==> src/rtl/tcdm_amo_pkg.sv <==
// Shared AMO encoding and helpers for the TCDM atomic master and the bank-side AMO shim.
// Both ends import this package so the 4-bit opcode meaning cannot drift.
package tcdm_amo_pkg;

    typedef enum logic [3:0] {
        AmoNone = 4'h0,
        AmoSwap = 4'h1,
        AmoAdd  = 4'h2,
        AmoAnd  = 4'h3,
        AmoOr   = 4'h4,
        AmoXor  = 4'h5,
        AmoMax  = 4'h6,
        AmoMaxu = 4'h7,
        AmoMin  = 4'h8,
        AmoMinu = 4'h9,
        AmoCas  = 4'hA
    } amo_op_t;

    typedef enum logic [1:0] {
        Idle = 2'd0,
        Req  = 2'd1,
        Wait = 2'd2,
        Resp = 2'd3
    } amo_state_t;

    // CAS needs both bank halves (compare + swap), so it only works on the low word of a 64-bit bank.
    function automatic logic amo_illegal(input logic [3:0] amo,
                                         input logic [2:0] addr_lo,
                                         input logic       wide_bank);
        logic is_amo;
        logic is_cas;
        is_amo = (amo != AmoNone);
        is_cas = (amo == AmoCas);
        return (amo > AmoCas)
            || (is_amo && (addr_lo[1:0] != 2'b00))
            || (is_cas && (!wide_bank || addr_lo[2]));
    endfunction

endpackage

==> src/rtl/amo_master.sv <==
// Requester-side adapter: turns a valid/ready atomic request into a single TCDM bank
// transaction and returns a buffered 32-bit response with an error flag.
module amo_master
    import tcdm_amo_pkg::*;
#(
    parameter  int unsigned AddrWidth    = 32,
    parameter  int unsigned DataWidth    = 64,
    localparam int unsigned ByteOff      = $clog2(DataWidth / 8),
    localparam int unsigned AddrMemWidth = AddrWidth - ByteOff
) (
    input  logic                     clk_i,
    input  logic                     rst_i,

    input  logic                     req_valid_i,
    output logic                     req_ready_o,
    input  logic [AddrWidth-1:0]     req_addr_i,
    input  logic [3:0]               req_amo_i,
    input  logic                     req_wen_i,
    input  logic [31:0]              req_wdata_i,
    input  logic [31:0]              req_cmp_i,
    input  logic [3:0]               req_be_i,

    output logic                     resp_valid_o,
    input  logic                     resp_ready_i,
    output logic [31:0]              resp_rdata_o,
    output logic                     resp_err_o,

    output logic                     tcdm_req_o,
    input  logic                     tcdm_gnt_i,
    output logic [AddrMemWidth-1:0]  tcdm_add_o,
    output logic [3:0]               tcdm_amo_o,
    output logic                     tcdm_wen_o,
    output logic [DataWidth-1:0]     tcdm_wdata_o,
    output logic [DataWidth/8-1:0]   tcdm_be_o,
    input  logic [DataWidth-1:0]     tcdm_rdata_i
);

    if (DataWidth != 32 && DataWidth != 64) begin : g_bad_width
        $fatal(1, "amo_master: DataWidth must be 32 or 64");
    end

    amo_state_t state_q, state_d;

    logic                    accept;
    logic                    illegal;
    logic                    is_amo;
    logic                    is_cas;
    logic [3:0]              be4;
    logic                    wen_in;
    logic [DataWidth-1:0]    wdata_st;
    logic [DataWidth/8-1:0]  be_st;
    logic [31:0]             rdata_sel;

    logic [AddrMemWidth-1:0] add_q;
    logic [3:0]              amo_q;
    logic                    wen_q;
    logic [DataWidth-1:0]    wdata_q;
    logic [DataWidth/8-1:0]  be_q;
    logic                    hi_q;
    logic [31:0]             rdata_q;
    logic                    err_q;

    assign is_amo  = (req_amo_i != AmoNone);
    assign is_cas  = (req_amo_i == AmoCas);
    assign illegal = amo_illegal(req_amo_i, req_addr_i[2:0], DataWidth == 64);
    assign accept  = (state_q == Idle) && req_valid_i;

    // AMOs always operate on the full word; the shim does its own write-back, so no bus store.
    assign be4    = is_amo ? 4'hF : req_be_i;
    assign wen_in = is_amo ? 1'b0 : req_wen_i;

    if (DataWidth == 64) begin : g_wide
        always_comb begin
            if (is_cas) begin
                wdata_st = {req_wdata_i, req_cmp_i};
                be_st    = 8'h0F;
            end else begin
                wdata_st = {2{req_wdata_i}};
                be_st    = req_addr_i[2] ? {be4, 4'h0} : {4'h0, be4};
            end
        end
        assign rdata_sel = hi_q ? tcdm_rdata_i[63:32] : tcdm_rdata_i[31:0];
    end else begin : g_narrow
        assign wdata_st  = req_wdata_i;
        assign be_st     = be4;
        assign rdata_sel = tcdm_rdata_i;
    end

    always_comb begin
        // NOTE: every output gets a default before the case so no path can infer a latch.
        state_d      = state_q;
        req_ready_o  = 1'b0;
        resp_valid_o = 1'b0;
        tcdm_req_o   = 1'b0;
        unique case (state_q)
            Idle: begin
                req_ready_o = 1'b1;
                if (req_valid_i) begin
                    state_d = illegal ? Resp : Req;
                end
            end
            Req: begin
                tcdm_req_o = 1'b1;
                if (tcdm_gnt_i) begin
                    state_d = Wait;
                end
            end
            Wait: begin
                state_d = Resp;
            end
            Resp: begin
                resp_valid_o = 1'b1;
                if (resp_ready_i) begin
                    state_d = Idle;
                end
            end
            default: state_d = Idle;
        endcase
    end

    always_ff @(posedge clk_i) begin
        if (rst_i) begin
            // NOTE: datapath registers are reset as well because they drive the bus outputs directly.
            state_q <= Idle;
            add_q   <= '0;
            amo_q   <= '0;
            wen_q   <= 1'b0;
            wdata_q <= '0;
            be_q    <= '0;
            hi_q    <= 1'b0;
            rdata_q <= '0;
            err_q   <= 1'b0;
        end else begin
            // NOTE: non-blocking assignments make every register sample pre-edge values.
            state_q <= state_d;
            if (accept) begin
                add_q   <= req_addr_i[AddrWidth-1:ByteOff];
                amo_q   <= req_amo_i;
                wen_q   <= wen_in;
                wdata_q <= wdata_st;
                be_q    <= be_st;
                hi_q    <= req_addr_i[2];
                rdata_q <= '0;
                err_q   <= illegal;
            end
            // Bank data is only valid the cycle after grant; stores report zero.
            if (state_q == Wait) begin
                rdata_q <= wen_q ? 32'h0 : rdata_sel;
            end
        end
    end

    assign tcdm_add_o   = add_q;
    assign tcdm_amo_o   = amo_q;
    assign tcdm_wen_o   = wen_q;
    assign tcdm_wdata_o = wdata_q;
    assign tcdm_be_o    = be_q;
    assign resp_rdata_o = rdata_q;
    assign resp_err_o   = err_q;

endmodule

==> config.mk <==
export PLATFORM = sky130hd
export DESIGN_NAME = amo_master
export DESIGN_NICKNAME = d
export VERILOG_FILES = /design/src/rtl/tcdm_amo_pkg.sv /design/src/rtl/amo_master.sv
export SDC_FILE = /design/constraint.sdc
export NUM_CORES = 1
export LEC_CHECK = 0
export CORE_UTILIZATION = 30
export DETAILED_ROUTE_END_ITERATION = 12
export GPL_TIMING_DRIVEN = 0
export PLACE_DENSITY_LB_ADDON = 0.1
export SYNTH_ARGS = -nofsm -noshare
export SYNTH_HDL_FRONTEND = slang
export SYNTH_SLANG_ARGS = --single-unit
==> constraint.sdc <==
create_clock -name clk_i -period 4.1 [get_ports clk_i]
set_input_delay 0.82 -clock clk_i [delete_from_list [all_inputs] [get_ports clk_i]]
set_output_delay 0.82 -clock clk_i [all_outputs]
set_load 0.05 [all_outputs]
After elaboration in Yosys (flattened, before gate mapping):

Index checks and enable logic that the tools add are counted.

* muxes and demuxes: 17
* magnitude comparators: 1
* eq/ne operators: 7
* reduce and logical (&&, ||, !) cells: 10

Operators by type and width (number)
* 2-to-1 mux 32 bit: 5
* 2-to-1 mux 8 bit: 2
* 2-to-1 mux 2 bit: 4
* case mux 2 bit (4 select lines): 1
* != test 2 bit, second input constant: 3
* equality test 2 bit, second input constant: 2
* equality test 4 bit, second input constant: 1
* greater-than comparator 4 bit, second input constant: 1
* 2-to-1 mux 1 bit: 4
* 2-to-1 mux 4 bit: 1
* nonzero test 2 bit: 2
* nonzero test 4 bit: 1
* logical AND 1 bit: 3
* AND reduction 3 bit: 1
* equality test 2 x 1 -> 1 bit, second input constant: 1
* logical NOT 2 bit: 1
* logical OR 1 bit: 2

* register bits after elaboration: 142
* output and inout bits: 142

Logic depth before layout (Yosys ltp):

Gate-level depths: netlist (run 1).

* depth in word-level cells: 7
* depth in mapped cells: 8
* depth with buffers taken out: 5

Worst setup path before layout (run 1):

No wires, ideal clock.

* path kind: register to register
* from: reg state_q[0]
* to: reg wdata_q[29] (netlist: tcdm_wdata_o[29])
* stages on the path, launching flop included: 9
* buffers on the path: 3
* slack: 2169 ps
* clock period less this slack: 1931 ps
* arrival: 1840 ps
* path through: dfxtp_1 -> inv_1 -> ha_1 -> and2_1 -> buf_2 -> buf_2 -> buf_2 -> nor2_1 -> a311oi_1

* word-level cells in the longest chain between the ends: 2

Ends and longest elaborated chain
* start, declared: line amo_master.sv:42 `amo_state_t state_q, state_d;`
* start signal, assigned: line amo_master.sv:124 `state_q <= Idle;`
* start signal, assigned: line amo_master.sv:135 `state_q <= state_d;`
* logical NOT 2 bit: line amo_master.sv:66 `assign accept = (state_q == Idle) && req_valid_i;`
* logical AND 1 bit: line amo_master.sv:66
* end signal, assigned: line amo_master.sv:140 `wdata_q <= wdata_st;`
* end, declared: line amo_master.sv:57 `logic [DataWidth-1:0] wdata_q;`

No other way between the ends.
A chain may end at the register's enable or synchronous reset.

Final worst setup path (run 1):

* from: reg state_q[1]
* to: out req_ready_o

* word-level cells in the longest chain between the ends: 2

Ends and longest elaborated chain
* logical NOT 2 bit: line amo_master.sv:95 `unique case (state_q)`
* 2-to-1 mux 1 bit: line amo_master.sv:95
* end, declared: line amo_master.sv:15 `output logic req_ready_o,`

No other way between the ends.

==> results of run 1 <==
[logic make-up (layout without fill, tap and decap cells)]
kind of cell / after synthesis / after routing
and+or+nand+nor: 287 / 287
DFF: 142 / 142
adders and majority gates: 5 / 5
buffers and inverters: 64 / 408
AOI/OAI and AO/OA: 156 / 156
muxes: 32 / 32
[worst paths after layout]
check / slack [ns] / cells after the start / to / start
max: 1.32 / 3 / req_ready_o / state_q[1]$_SDFFE_PP0P_
min: 0.45 / 2 / tcdm_be_o[7]$_SDFFE_PP0P_ / tcdm_be_o[7]$_SDFFE_PP0P_
max reg2reg: 2.08 / 7 / tcdm_wdata_o[22]$_SDFFE_PP0P_ / state_q[1]$_SDFFE_PP0P_
min reg2reg: 0.45 / 2 / tcdm_be_o[7]$_SDFFE_PP0P_ / tcdm_be_o[7]$_SDFFE_PP0P_
[power by group through the flow]
| stage | registers (µW) | clock network (µW) | logic [µW] |
|---|---|---|---|
| 2_1_floorplan | 2860 | 0 | 885 |
| 3_3_place_gp | 1850 | 0 | 2950 |
| 5_1_grt | 1870 | 1730 | 3120 |
| 4_1_cts | 1840 | 1660 | 2960 |
| 3_5_place_dp | 1860 | 0 | 2950 |
| 6_report | 1830 | 1640 | 2940 |
[worst reg2reg max path, delay by kind of cell, from the launching register on]
kind | cells | cell delay, ns
and+or+nand+nor | 1 | 0.15
adders and majority gates | 1 | 0.24
AOI/OAI and AO/OA | 1 | 0.16
buffers and inverters | 4 | 1.00
DFF | 1 | 0.33
[cell usage after synthesis (3+ instances only)]
library cell    n
nor2_1         66
dfxtp_1       142
o2111ai_1       6
or3_1           3
mux2_2         32
a21oi_1        77
buf_2          24
ha_1            5
a22oi_1        32
nor2b_1         5
o221ai_1        4
clkbuf_1       35
nand2_1       208
a311oi_1       32
inv_1           4
[final cells by class]
type / count / area (µm²) / area share (%)
Sequential cell: 142 / 2843 / 29.16
Tap cell: 234 / 292.8 / 3.003
Clock inverter: 11 / 166.4 / 1.707
Buffer: 60 / 259.0 / 2.657
Timing Repair Buffer: 314 / 3143 / 32.24
Clock buffer: 19 / 452.9 / 4.646
Multi-Input combinational cell: 480 / 2577 / 26.44
Inverter: 4 / 15.01 / 0.1540
[through the flow]
step,power [µW],instances,instance area (µm²),setup slack [ns],util [%]
6_report,6405,1264,9749,1.319,52.30
5_1_grt,6719,1264,9749,1.244,52.30
4_1_cts,6464,1264,9749,1.286,52.30
3_5_place_dp,4816,1234,9130,1.372,48.97
3_3_place_gp,4804,1234,9130,1.405,48.97
2_1_floorplan,3747,686,5694,2.169,-
[registers in the layout, summed over array words and instances (netlist names), 2 cells and up]
register,count
tcdm_add_o,29
tcdm_wdata_o,64
tcdm_be_o,8
state_q,2
resp_rdata_o,32
tcdm_amo_o,4
[per-layer routing]
metal  global-route usage (%)  vias to the layer above  wire length (µm)
li1                         -                     3015                 -
met1                    26.27                     2780              9077
met2                    34.58                      178              9885
met3                    6.194                       10              1409
met4                    6.073                        0               191
met5                        0                        -                 0
==> run summary, run 1 <==
Buf/Inv on CP - 2
Mux cell area share after synthesis - 6.328%
Simple-gate area share of the yosys netlist - 19.69%
Syn_area_per_cell - 8.301 µm²
Period Utilization, post-route - 67.83%
Ant diodes - 0
RSZ-0062 raised after global routing - no
Hold slack - 0.4488 ns
Routed len/inst - 16.27 µm
CP endpoint kind - output pin
Syn_nets - 865
Synth unique cells - 26
Hold Buf Count CTS - 0
Die footprint - 19540 µm²
Final GP Congestion - 0.7635
Critical path arrival - 1.96 ns
PwrDens - 657.0 nW/µm²
Clock Power Share - 25.5%
Synth top area share - 49.92%
Endpoints failing setup - 0
Die W - 139.8 µm
Synthesized area - 5694 µm²
Total core area - 18640 µm²
Ys async rst share - 0%
Number of CTS-inserted buffers - 17
Share of cells above drive strength 1 - 8.544%
Vias in the first global route - 5748
CTS tree - done
Initial antenna violation count - 0
CP Data Required Time - 3.28 ns
Fillers - 1818
Final min period - 2.781 ns
Pin count of the biggest net entering global routing - 17
Cell taking the most area after synthesis - dfxtp_1
Via density - 4.733
Fmax - 359.6 MHz
YS warnings - 0
Clock Path Buffers - 2
Post-synth top flop - dfxtp_1
Remaining global-route overflow - 0
Worst-path clk slew - 0.06 ns
Most frequent cells in the layout - 314 x clkdlybuf4s50_1, 208 x nand2_1, 142 x dfxtp_1
Post-CTS Setup Bufs - 0
Via Count - 5983
Setup Skew - 0.01049 ns
Initial DRT Pass Iterations - 4
Compound-Gate Fraction of Synth Area - 18.15%
Comb pwr share - 45.8%
CTS root buf - clkbuf_16
Number of port buffers - 314
Largest stage delay, worst path - 0.85 ns
Hold Path Class - register to register
Switch Pwr - 2668 µW
Slowest cell on crit path - clkdlybuf4s50_1
Num rows - 50
Net count reported at finish - 1198
Fin. max-slew vios - 0
Final HPWL DP - 15340 µm
DR DRC count - 0
Worst-path maximum fanout - 5
# H-tree levels - 4
Die height - 139.8 µm
Crit path launch type - register
WS Path Type - register to output pin
Most common cell after layout, fill and taps aside - clkdlybuf4s50_1
Leak - 0.003582 µW
Pint - 3737 µW
Sw Share - 41.66%
Largest family of logic cells by synthesized area - simple AND/OR/NAND/NOR gates
Post-synthesis sequential area ratio - 49.92%
Global Route Usage Sum - 20.93%
Slew @ Worst Pin - 0.7025 ns
Area share of fa/ha/maj cells after synthesis - 1.099%
Fin. Hold Viols - 0
Initial Util - 30.54%
Sequential cell fraction of total power - 28.6%
MaxCap Viol Count - 0
Clk_lat worst skew - 0.42 ns
1st-iter DRT viols - 178
Number of flops mapped to enable cells by yosys - 0
Number of top-level pins - 316
First-pass GRT wire length - 31480 µm
XOR/XNOR share of the synthesized area - 0%
Final WL - 20560 µm
Setup_tns - 0 ns
Layout overhead on the synthesized area - 71.22%
#FFs+latches synth - 142
Worst vdd ir - 0.3155 mV
Status - complete, no violations
# clock sinks - 142
Area contributors post-synth - dfxtp_1 50%, nand2_1 14%, a21oi_1 6.8%, mux2_2 6.3%, a311oi_1 4.9%
Crit-path cells - inv_1, ha_1, clkdlybuf4s50_1
Antenna Nets Post-Route - 0
Critical path's top delay family - buffers and inverters
Gate Count Post-Synth - 686
Slew headroom - 53.17%
Post-CTS sizing - 0
Note: power is estimated with default switching activity, not from simulation.
==> run 2, diff against run 1 <==
==> constraint.sdc (replaced) <==
create_clock -name clk_i -period 2.4 [get_ports clk_i]
set_input_delay 0.48 -clock clk_i [delete_from_list [all_inputs] [get_ports clk_i]]
set_output_delay 0.48 -clock clk_i [all_outputs]
set_load 0.05 [all_outputs]
==> run 2 against run 1 <==
Via count decreased by 0.57%. First-iteration DRC count unchanged. Global-route usage unchanged. Flip-flop and latch count unchanged. Core utilization is essentially flat.
==> run summary, run 2 (synthesized netlist as in run 1, its figures left out) <==
Status - complete, no violations
Share of cells above drive strength 1 - 8.544%
Via Count - 5949
Number of port buffers - 314
PwrDens - 1121 nW/µm²
Remaining global-route overflow - 0
Worst-path clk slew - 0.06 ns
WS Path Type - register to output pin
Initial DRT Pass Iterations - 5
Max FFs per register - 64
Hold Buf Count CTS - 0
MaxCap Viol Count - 0
Worst-path maximum fanout - 3
Clock Path Buffers - 2
Net count reported at finish - 1198
Switch Pwr - 4552 µW
Final HPWL DP - 15340 µm
# clock sinks - 142
Pin count of the biggest net entering global routing - 17
Slew headroom - 49.05%
DR DRC count - 0
Die W - 139.8 µm
Setup Skew - 0.009582 ns
Final min period - 2.246 ns
RSZ-0062 raised after global routing - no
Crit path launch type - register
CP Data Required Time - 1.92 ns
Number of CTS-inserted buffers - 17
Fin. Hold Viols - 0
Post-DP Area - 9130 µm²
Fmax - 445.2 MHz
Vias in the first global route - 5748
Via density - 4.706
Die height - 139.8 µm
Most common cell after layout, fill and taps aside - clkdlybuf4s50_1
Number of top-level pins - 316
Layout overhead on the synthesized area - 71.24%
Setup_tns - 0 ns
Worst vdd ir - 0.5389 mV
Most frequent cells in the layout - 312 x clkdlybuf4s50_1, 208 x nand2_1, 142 x dfxtp_1
Total core area - 18640 µm²
Final WL - 20550 µm
Sequential cell fraction of total power - 28.7%
CTS tree - done
Die footprint - 19540 µm²
CTS root buf - clkbuf_16
R2r setup slk - 0.38 ns
Total chip power - 10930 µW
Routed len/inst - 16.25 µm
Ant diodes - 0
Pint - 6377 µW
Initial Util - 30.54%
Period Utilization, post-route - 93.59%
Global Route Usage Sum - 20.93%
CP endpoint kind - output pin
Comb pwr share - 45.8%
Final GP Congestion - 0.7635
1st-iter DRT viols - 178
Endpoints failing setup - 0
Num rows - 50
Slew @ Worst Pin - 0.7642 ns
Post-CTS Setup Bufs - 0
Post-CTS sizing - 1
# H-tree levels - 4
Sw Share - 41.65%
Fin. max-slew vios - 0
Final instance area - 9751 µm²
Clock Power Share - 25.5%
Antenna Nets Post-Route - 0
Initial antenna violation count - 0
Hold Path Class - register to register
Critical path arrival - 1.77 ns
Clk_lat worst skew - 0.41 ns
First-pass GRT wire length - 31480 µm
Leak - 0.003599 µW
-- run 2: cell count changes in the layout (fill, tap and decap cells not counted) --
cell,before,now
dlymetal6s2s_1,0,1
dlygate4sd2_1,0,1
clkdlybuf4s50_1,314,312
-- run 2: area by class of cell --
cell class / count / area, µm²
Fill cell: 1817 / 8892
Timing Repair Buffer: 314 / 3144
Inverter: 4 / 15.01
Multi-Input combinational cell: 480 / 2577
Clock inverter: 11 / 166.4
Tap cell: 234 / 292.8
Clock buffer: 19 / 452.9
Sequential cell: 142 / 2843
Buffer: 60 / 259.0
-- run 2: worst paths after layout --
check / to / startpoint / cells past startpoint
max reg2reg: tcdm_be_o[0]$_SDFFE_PP0P_ / state_q[0]$_SDFFE_PP0P_ / 7
min reg2reg: tcdm_be_o[7]$_SDFFE_PP0P_ / tcdm_be_o[7]$_SDFFE_PP0P_ / 2
min: tcdm_be_o[7]$_SDFFE_PP0P_ / tcdm_be_o[7]$_SDFFE_PP0P_ / 2
max: resp_valid_o / state_q[1]$_SDFFE_PP0P_ / 2
-- run 2: per-stage QoR --
step	utilization (%)	cells	setup slack [ns]	hold slack, ns
6_report	52.30	1264	0.1539	0.4488
5_1_grt	52.30	1264	0.08036	0.4745
4_1_cts	52.29	1264	0.02230	0.4511
3_5_place_dp	48.97	1234	0.01188	0.4429
3_3_place_gp	48.97	1234	0.04520	0.4389
2_1_floorplan	-	686	0.4692	0.6132
-- run 2: critical path: stages (launching register included) --
cell	delay, ns
dfxtp_1	0.36
ha_1	0.17
clkdlybuf4s50_1	0.83
-- run 2: power by group through the flow --
| stage | clock network (µW) | logic (µW) | registers, µW |
|---|---|---|---|
| finish | 2790 | 5010 | 3130 |
| global route | 2960 | 5320 | 3200 |
| CTS | 2840 | 5060 | 3140 |
| detailed placement | 0 | 5050 | 3180 |
| global placement | 0 | 5040 | 3160 |
| floorplan | 0 | 1510 | 4890 |
-- run 2: routing by layer --
layer	up-vias	wire length, µm	GRT usage, %
li1	3013	-	-
met5	-	0	0
met4	0	105	6.073
met2	167	9980	34.58
met3	4	1436	6.194
met1	2765	9023	26.27
==> run 3, diff against run 2 <==
--- a/config.mk
+++ b/config.mk
@@ -5,7 +5,9 @@
 export SDC_FILE = /design/constraint.sdc
 export NUM_CORES = 1
 export LEC_CHECK = 0
-export CORE_UTILIZATION = 30
+export CELL_PAD_IN_SITES_DETAIL_PLACEMENT = 1
+export CELL_PAD_IN_SITES_GLOBAL_PLACEMENT = 1
+export CORE_UTILIZATION = 24
 export DETAILED_ROUTE_END_ITERATION = 12
 export GPL_TIMING_DRIVEN = 0
 export PLACE_DENSITY_LB_ADDON = 0.1
==> run 3 against run 2 <==
Hold slack improved by 0.0036 ns. Cell area increased by 1.0%. Largest cell class unchanged. Sequential power is essentially flat. Die area grew 25%. Critical path depth did not move.
==> run summary, run 3 (synthesized netlist as in run 1, its figures left out) <==
CTS root buf - clkbuf_16
Max FFs per register - 64
Initial Util - 24.77%
Status - complete, no violations
Final Instance Count excl. Fillers - 1345
Final min period - 2.277 ns
Endpoints failing setup - 0
Placed Cells - 1313
# clock sinks - 142
Worst-path clk slew - 0.06 ns
RSZ-0062 raised after global routing - no
Most common cell after layout, fill and taps aside - clkdlybuf4s50_1
Global Route Usage Sum - 19.20%
Hold slack - 0.4524 ns
Initial antenna violation count - 0
Hold Path Class - register to register
Final HPWL DP - 17960 µm
Fin. max-slew vios - 0
Worst-path maximum fanout - 3
Share of cells above drive strength 1 - 8.624%
CP endpoint kind - output pin
Pin count of the biggest net entering global routing - 17
Die footprint - 24350 µm²
CTS tree - done
1st-iter DRT viols - 177
Setup_tns - 0 ns
Slew headroom - 52.03%
Number of port buffers - 314
Period Utilization, post-route - 94.88%
Clock Path Buffers - 2
Clock Power Share - 25.7%
Via density - 4.538
Setup Skew - 0.01167 ns
Vias in the first global route - 6251
Routed len/inst - 17.56 µm
Initial DRT Pass Iterations - 4
Antenna Nets Post-Route - 0
Ant diodes - 0
Via Count - 6103
Worst vdd ir - 0.4358 mV
Met3 Track Usage GR - 6.250%
WS Path Type - register to output pin
Fmax - 439.2 MHz
Number of CTS-inserted buffers - 17
Switch Pwr - 4723 µW
Die height - 156.0 µm
Total chip power - 11070 µW
Grt met2 use - 32.59%
Leak - 0.003576 µW
# H-tree levels - 4
Global Route met1 Usage - 23.07%
Number of top-level pins - 316
Pint - 6348 µW
Final GP Congestion - 0.7360
Critical path arrival - 1.80 ns
PwrDens - 1124 nW/µm²
Die W - 156.0 µm
GR peak layer - met2
Net count reported at finish - 1198
Comb pwr share - 46.0%
Slew @ Worst Pin - 0.7195 ns
DR DRC count - 0
R2R depth - 7
Fin util - 42.85%
MaxCap Viol Count - 0
Hold depth - 2
Sw Share - 42.66%
CP Data Required Time - 1.92 ns
Most frequent cells in the layout - 312 x clkdlybuf4s50_1, 208 x nand2_1, 142 x dfxtp_1
Crit path launch type - register
Sequential cell fraction of total power - 28.3%
Total core area - 22980 µm²
Layout overhead on the synthesized area - 72.95%
First-pass GRT wire length - 35520 µm
Final WL - 23610 µm
Num rows - 55
Remaining global-route overflow - 0
Fin. Hold Viols - 0
Clk_lat worst skew - 0.43 ns
## run 3: power by group through the flow
| stage | clock network [µW] | registers, µW | logic, µW |
|---|---|---|---|
| finish | 2850 | 3130 | 5090 |
| global route | 3020 | 3200 | 5440 |
| CTS | 2930 | 3140 | 5160 |
| detailed placement | 0 | 3190 | 5150 |
| global placement | 0 | 3160 | 5130 |
| floorplan | 0 | 4890 | 1510 |
## run 3: repair_timing
action                     CTS  global route
gates resized for setup      2             4
hold buffers                 0             0
setup endpoints to repair    2             4
setup buffers                0             0
## run 3: metrics by stage
step | area (µm²) | setup slack [ns]
5_1_grt | 9848 | 0.02896
3_5_place_dp | 9229 | -0.1254
4_1_cts | 9846 | 0.09078
2_1_floorplan | 5694 | 0.4692
3_3_place_gp | 9229 | -0.1101
6_report | 9848 | 0.1229
## run 3: path summary, 6_finish.rpt
| kind | to | slack [ns] | from |
|---|---|---|---|
| max | resp_valid_o | 0.12 | state_q[0]$_SDFFE_PP0P_ |
| max reg2reg | tcdm_wdata_o[37]$_SDFFE_PP0P_ | 0.32 | state_q[0]$_SDFFE_PP0P_ |
| min reg2reg | tcdm_add_o[26]$_SDFFE_PP0P_ | 0.45 | tcdm_add_o[26]$_SDFFE_PP0P_ |
| min | tcdm_add_o[26]$_SDFFE_PP0P_ | 0.45 | tcdm_add_o[26]$_SDFFE_PP0P_ |
## run 3: metal layers
layer	routed length (µm)	share of wire, %	vias up
li1	-	-	3010
met1	10220	43	2894
met2	11350	48	183
met3	1779	7.5	16
met4	267	1.1	0
met5	0	0	-
## run 3: area by class of cell
cell class / count / area, µm²
buffer: 60 / 261.5
clock buffer: 20 / 436.7
clock inverter: 12 / 182.7
fill: 2747 / 13140
inverter: 4 / 15.01
multi-input combinational: 480 / 2577
sequential: 142 / 2843
tap: 313 / 391.6
timing repair buffer: 314 / 3141
## run 3: worst max-delay path, cell delays in order (launching register included)
cell             delay [ns]
dfxtp_1                0.36
ha_1                   0.17
clkdlybuf4s50_1        0.84
